`config.mk`:
```
export PLATFORM = sky130hd
export DESIGN_NAME = cm_merge
export DESIGN_NICKNAME = d
export VERILOG_FILES = /design/src/rtl/cm_pkg.sv /design/src/rtl/hs_sync.sv /design/src/rtl/cm_merge.sv
export SDC_FILE = /design/constraint.sdc
export NUM_CORES = 1
export LEC_CHECK = 0
export CAP_MARGIN = 15
export CORE_MARGIN = 2
export CORE_UTILIZATION = 45
export CTS_BUF_LIST = sky130_fd_sc_hd__clkbuf_8
export DETAILED_ROUTE_END_ITERATION = 8
export MAX_ROUTING_LAYER = met4
export PLACE_DENSITY_LB_ADDON = 0.05
export SYNTH_ARGS = -nofsm -noshare
export SYNTH_HDL_FRONTEND = slang
export SYNTH_HIERARCHICAL = 1
export SYNTH_SLANG_ARGS = --single-unit
```
`constraint.sdc`:
```
create_clock -name CLK -period 2.65 [get_ports CLK]
set_input_delay 0.265 -clock CLK [delete_from_list [all_inputs] [get_ports CLK]]
set_output_delay 0.265 -clock CLK [all_outputs]
set_load 0.01 [all_outputs]
```
`src/rtl/cm_pkg.sv`:
```
// Shared definitions for the cm_merge two-input four-phase merge.
package cm_pkg;

  localparam int unsigned CM_W_DEFAULT = 8;

  localparam logic SRC_A = 1'b0;
  localparam logic SRC_B = 1'b1;

  typedef enum logic [1:0] {
    IDLE,
    SEND,
    REL
  } cm_state_e;

endpackage

```
`src/rtl/hs_sync.sv`:
```
// Two-flop synchronizer for a single handshake line; both flops reset to 0.
module hs_sync (
  input  logic clk,
  input  logic rst_n,
  input  logic d,
  output logic q
);

  logic meta;

  always_ff @(posedge clk or negedge rst_n) begin
    if (!rst_n) begin
      meta <= 1'b0;
      q    <= 1'b0;
    end else begin
      meta <= d;
      q    <= meta;
    end
  end

endmodule

```
`src/rtl/cm_merge.sv`:
```
// Round-robin merge of two four-phase channels onto one downstream channel.
// Define CM_MERGE_SYNC_EN to synchronize Send_in_a/b and Ack_in into CLK.
module cm_merge
  import cm_pkg::*;
#(
  parameter int unsigned W = CM_W_DEFAULT
) (
  input  logic         CLK,
  input  logic         MR_N,
  input  logic         CM_Send_in_a,
  input  logic         CM_Send_in_b,
  input  logic [W-1:0] CM_Data_in_a,
  input  logic [W-1:0] CM_Data_in_b,
  output logic         CM_Ack_out_a,
  output logic         CM_Ack_out_b,
  output logic         CM_Send_out,
  output logic [W-1:0] CM_Data_out,
  output logic         CM_Src,
  input  logic         CM_Ack_in,
  output logic         CM_CP
);

  logic      send_a;
  logic      send_b;
  logic      ack_in;
  logic      elig_a;
  logic      elig_b;
  logic      grant;
  logic      grant_src;
  logic      clr_send;
  logic      last_src;
  cm_state_e state;
  cm_state_e state_nx;

`ifdef CM_MERGE_SYNC_EN
  hs_sync u_sync_send_a (.clk(CLK), .rst_n(MR_N), .d(CM_Send_in_a), .q(send_a));
  hs_sync u_sync_send_b (.clk(CLK), .rst_n(MR_N), .d(CM_Send_in_b), .q(send_b));
  hs_sync u_sync_ack_in (.clk(CLK), .rst_n(MR_N), .d(CM_Ack_in),    .q(ack_in));
`else
  assign send_a = CM_Send_in_a;
  assign send_b = CM_Send_in_b;
  assign ack_in = CM_Ack_in;
`endif

  assign elig_a = send_a & ~CM_Ack_out_a;
  assign elig_b = send_b & ~CM_Ack_out_b;

  always_ff @(posedge CLK or negedge MR_N) begin
    if (!MR_N) state <= IDLE;
    else       state <= state_nx;
  end

  always_comb begin
    state_nx  = state;
    grant     = 1'b0;
    grant_src = SRC_A;
    clr_send  = 1'b0;
    unique case (state)
      IDLE: begin
        if (!ack_in && (elig_a || elig_b)) begin
          grant = 1'b1;
          // b wins only when alone, or on contention when a was granted last
          grant_src = (elig_b && (!elig_a || last_src == SRC_A)) ? SRC_B : SRC_A;
          state_nx  = SEND;
        end
      end
      SEND: begin
        if (ack_in) begin
          clr_send = 1'b1;
          state_nx = REL;
        end
      end
      REL: begin
        if (!ack_in) state_nx = IDLE;
      end
      default: state_nx = IDLE;
    endcase
  end

  always_ff @(posedge CLK or negedge MR_N) begin
    if (!MR_N) begin
      CM_Send_out <= 1'b0;
      CM_Data_out <= '0;
      CM_Src      <= SRC_A;
      CM_CP       <= 1'b0;
      last_src    <= SRC_B;
    end else begin
      CM_CP <= grant;
      if (grant) begin
        CM_Data_out <= (grant_src == SRC_B) ? CM_Data_in_b : CM_Data_in_a;
        CM_Src      <= grant_src;
        last_src    <= grant_src;
        CM_Send_out <= 1'b1;
      end else if (clr_send) begin
        CM_Send_out <= 1'b0;
      end
    end
  end

  // Upstream acks follow their own requests, independent of the output FSM.
  always_ff @(posedge CLK or negedge MR_N) begin
    if (!MR_N) begin
      CM_Ack_out_a <= 1'b0;
      CM_Ack_out_b <= 1'b0;
    end else begin
      if (!send_a)                           CM_Ack_out_a <= 1'b0;
      else if (grant && grant_src == SRC_A)  CM_Ack_out_a <= 1'b1;
      if (!send_b)                           CM_Ack_out_b <= 1'b0;
      else if (grant && grant_src == SRC_B)  CM_Ack_out_b <= 1'b1;
    end
  end

endmodule

```
# Word level (Yosys, flattened, before mapping)
# Index checks and enable logic that the tools add are counted.
[classes]
n_bitwise = 6
n_reduce_logical = 11
n_eq_ne = 7
n_mux = 18
[op_table]
columns = ["op", "n"]
rows = [
  ["$mux W1", 13],
  ["$mux W8", 1],
  ["$mux W2", 3],
  ["$ne A2 B2 Y1 const B", 3],
  ["$pmux W2 S3", 1],
  ["$logic_and A1 B1 Y1", 4],
  ["$ne A2 B1 Y1 const B", 2],
  ["$not A1 Y1", 4],
  ["$reduce_and A3 Y1", 1],
  ["$and A1 B1 Y1", 2],
  ["$eq A2 B1 Y1 const B", 1],
  ["$eq A2 B2 Y1 const B", 1],
  ["$logic_not A1 Y1", 2],
  ["$logic_not A2 Y1", 1],
  ["$logic_or A1 B1 Y1", 2],
  ["$reduce_bool A2 Y1", 1],
]
[totals]
ff_bits = 16
word_cells = 50
inputBits = 21

# Longest topological paths before layout
[logic_depth]
depth_word = 12
ltp_mapped = 5

# Least setup slack after synthesis
# No wires, ideal clock.
[synth_path]
path_type = "register to register"
from = "register CM_Ack_out_b"
to = "register CM_Data_out[0]"
setup_time_ps = 130
path_stages_with_launch = 5
arrival_time_ps = 1288
setup_slack_ps = 1232
path_cell_list = "dfrtp_1 nand2b_4 a2111oi_4 buf_4 a31oi_2"
[synth_between]
elab_cells_between_ends = 11
cone_classes = "mux (6); bitwise (2); reduce/logical (3)"
[synth_lines]
columns = ["item", "line_no", "rtl"]
rows = [
  ["start: declaration", "cm_merge.sv:15", "output logic CM_Ack_out_b,"],
  ["start signal: assignment", "cm_merge.sv:104", "CM_Ack_out_b <= 1'b0;"],
  ["start signal: assignment", "cm_merge.sv:108", "if (!send_b) CM_Ack_out_b <= 1'b0;"],
  ["start signal: assignment", "cm_merge.sv:109", "else if (grant && grant_src == SRC_B) CM_Ack_out_b <= 1'b1;"],
  ["$not A1 Y1", "cm_merge.sv:46", "assign elig_b = send_b & ~CM_Ack_out_b;"],
  ["$and A1 B1 Y1", "cm_merge.sv:46", ""],
  ["$logic_or A1 B1 Y1", "cm_merge.sv:60", "if (!ack_in && (elig_a || elig_b)) begin"],
  ["$logic_and A1 B1 Y1", "cm_merge.sv:60", ""],
  ["$mux W1", "cm_merge.sv:60", ""],
  ["$mux W1", "cm_merge.sv:58", "unique case (state)"],
  ["named net grant", "cm_merge.sv:28", "logic grant;"],
  ["end signal: assignment", "cm_merge.sv:90", "CM_Data_out <= (grant_src == SRC_B) ? CM_Data_in_b : CM_Data_in_a;"],
  ["end: declaration", "cm_merge.sv:17", "output logic [W-1:0] CM_Data_out,"],
]
# The timed path passes the listed nets, and every way through them passes these cells.
# A chain may end at the register's enable or synchronous reset.

# Worst setup path in the final report
[layout_path]
from = "input port CM_Send_in_b"
to = "register last_src"
[layout_between]
elab_chain_len = 5
elab_cells_between_ends = 9
cone_classes = "mux (5); bitwise (1); reduce/logical (3)"
[layout_rtl]
columns = ["item", "line_no", "rtl"]
rows = [
  ["start: declaration", "cm_merge.sv:11", "input logic CM_Send_in_b,"],
  ["$and A1 B1 Y1 (*)", "cm_merge.sv:46", ""],
  ["$logic_and A1 B1 Y1 or $logic_or A1 B1 Y1 (tied branches)", "cm_merge.sv:63, cm_merge.sv:60", ""],
  ["$mux W1 or $logic_and A1 B1 Y1 (tied branches)", "cm_merge.sv:63, cm_merge.sv:60", ""],
  ["$mux W1", "cm_merge.sv:60", ""],
  ["$mux W1", "cm_merge.sv:58", ""],
  ["end signal: assignment", "cm_merge.sv:92", "last_src <= grant_src;"],
  ["end: declaration", "cm_merge.sv:31", "logic last_src;"],
]
# Mark *: on every way between the ends. The rest lies on a longest branch, timed or not.

==> metrics <==
Die H 45.4 µm; largest net degree at the start of global routing 22; maximum fanout along the worst path 21; top-count cell post-synth nand2_1; grt ovf 0; status finished, final reports clean; Vias/cell 4.98; CTS sink cnt 16; Reg-to-Reg End last_src; n_diodes 0; initial antenna violation count 0; CP required 2.82 ns; final WL 1.55 mm; Worst slew margin 53.4%; die area 2060 µm²; Core Area 1560 µm²; Worst Setup End Kind register; Routed WL per cell 12.4 µm; Final Setup Violations 0; vias in the first global route 586; CTS Buf Count 3; Clock Pin Slew Worst Setup and Hold Paths 0.06 ns; htree depth 1; cell count after synthesis 75; Synth area leaders dfrtp_1 49%, a31oi_2 13%, nand2_1 9.8%; final period utilization 60.1%; DRT antenna net count 0; Post-Syn Area 769 µm²; Synth top cells by count 20 x nand2_1, 15 x dfrtp_1, 10 x nor2_1; Clock Path Buffers 2; Final Max Slew Viols 0; share of layout cells above drive strength 1 14.7%; YS warnings 6; Iter 0 DRT Violations 7; half-perimeter wire length after placement 1.19 mm; syn_nets 96; area delta synth->final 50.2%; post-CTS setup buffers 0; Remaining DRCs 0; # hold bufs at CTS 0; Pwr Total 0.00107 W; Synth Register Bits 16; site row count 14; fraction of registers with async set/reset 100%; max incr delay on CP 0.53 ns; Top delay family on crit path buffers and inverters; Yosys cell types 19; Synth top area share 48.8%; Placer Congestion 0.708; Final min period 1.59 ns; Initial DRT Pass Iterations 4; Top FF cell, synth dfrtp_1; post-CTS sizing 0; first-pass GRT wire length 2.56 mm; filler instances 118; endpoints failing hold 0; slowest library cell on the worst path clkdlybuf4s50_1; FMAX 0.628 GHz; Initial Util 49.4%; leading area contributor after synthesis dfrtp_1; DIE WIDTH 45.4 µm; number of flops mapped to enable cells by yosys 0; P per Cell Area 927 nW/µm²; clock skew 0.00422 ns; GRT Total Usage 18.4%; maxcap violations 0; I/O Buffers 33; I/O Pins 34; reg-to-reg slack, setup 1.14 ns; Critical Path, Cell by Cell clkdlybuf4s50_1 > nand2b_4 > a2111oi_4 > buf_4 > nand2_1 > o21ai_0; Worst Reg-to-Reg Cells 5; vias 623; Buf/Inv on CP 2; Slew @ Worst Pin 0.697 ns; Worst VDD drop 0.632 mV; register area share after synthesis 52.2%; startpoint types primary input; Synth Area per Inst 10.3 µm²; Min-Delay Path Class primary input to asynchronous set/reset pin; Layout Nets 131; FF-to-FF Start CM_Ack_out_b; setup tns final 0 ns; RSZ-0062 raised after global routing no; crit path kind primary input to register; static leakage 0.474 nW; clock root buffer clkbuf_8; worst skew pair latency 0.24 ns; WP data arrival 1.76 ns; TritonCTS clock tree yes
==> layout make-up <==
cell class | count | area [µm²] | area share, %
multi-input combinational | 52 | 330 | 28.6
tap | 16 | 20.0 | 1.73
sequential | 16 | 402 | 34.7
timing repair buffer | 34 | 338 | 29.2
inverter | 3 | 11.3 | 0.974
clock buffer | 4 | 55.1 | 4.76
==> kinds of logic (layout without fill, tap and decap cells) <==
| group | Yosys count | in the layout | share of synthesized area, % |
|---|---|---|---|
| flip-flops | 16 | 16 | 52.2 |
| buffers and inverters | 7 | 41 | 4.88 |
| AND/OR/NAND/NOR | 35 | 35 | 19.8 |
| AO/OA/AOI/OAI | 16 | 16 | 22.0 |
| XOR/XNOR | 1 | 1 | 1.14 |
==> power by group <==
part / internal (W) / switching (W)
Clock: 0.000132 / 0.0000810
Combinational: 0.000260 / 0.000195
Sequential: 0.000346 / 0.0000583
==> cell usage in the layout (no fill, tap or decap), types with 2 or more instances in the layout <==
cell | Yosys | routed
clkdlybuf4s50_1 | 0 | 33
nand2_1 | 20 | 20
dfrtp_1 | 15 | 15
nor2_1 | 10 | 10
a31oi_2 | 8 | 8
o21ai_0 | 4 | 4
clkbuf_8 | 0 | 4
inv_1 | 3 | 3
nand2b_1 | 2 | 2
==> state kept, by name (all words and copies together) (netlist names) <==
signal and cells:
CM_Ack_out_b 1, CM_Src 1, CM_Ack_out_a 1, CM_CP 1, CM_Data_out 8, last_src 1
CM_Send_out 1, state 2
==> routing by layer <==
layer	GRT usage [%]	up-vias	part of all wire, %
met1	20.6	284	41
li1	-	319	-
met3	3.60	2	4.0
met5	-	-	0
met2	32.0	18	54
met4	7.06	0	0.97
==> through the flow <==
step / std cells / hold WS [ns] / utilization, % / setup slack [ns] / area (µm²)
2_1_floorplan: 75 / -0.0306 / - / 1.23 / 769
3_3_place_gp: 121 / 0.473 / 70.6 / 0.829 / 1100
3_5_place_dp: 121 / 0.489 / 70.6 / 0.773 / 1100
4_1_cts: 125 / 0.475 / 74.2 / 1.04 / 1160
5_1_grt: 125 / 0.508 / 74.2 / 0.916 / 1160
6_report: 125 / 0.440 / 74.2 / 1.06 / 1160
==> worst max-delay path by stage <==
| stage | cells past startpoint | slack (ns) | start | end |
|---|---|---|---|---|
| 2_1_floorplan | 4 | 1.23 | CM_Ack_out_b | CM_Data_out[0] |
| 3_3_place_gp | 6 | 0.83 | CM_Send_in_b | last_src |
| 3_5_place_dp | 5 | 0.77 | CM_Send_in_b | CM_Data_out[4] |
| 4_1_cts | 6 | 1.04 | CM_Send_in_b | last_src |
| 5_1_grt | 6 | 0.92 | CM_Send_in_b | last_src |
| 6_report | 6 | 1.06 | CM_Send_in_b | last_src |
(Power assumes the default switching activity.)
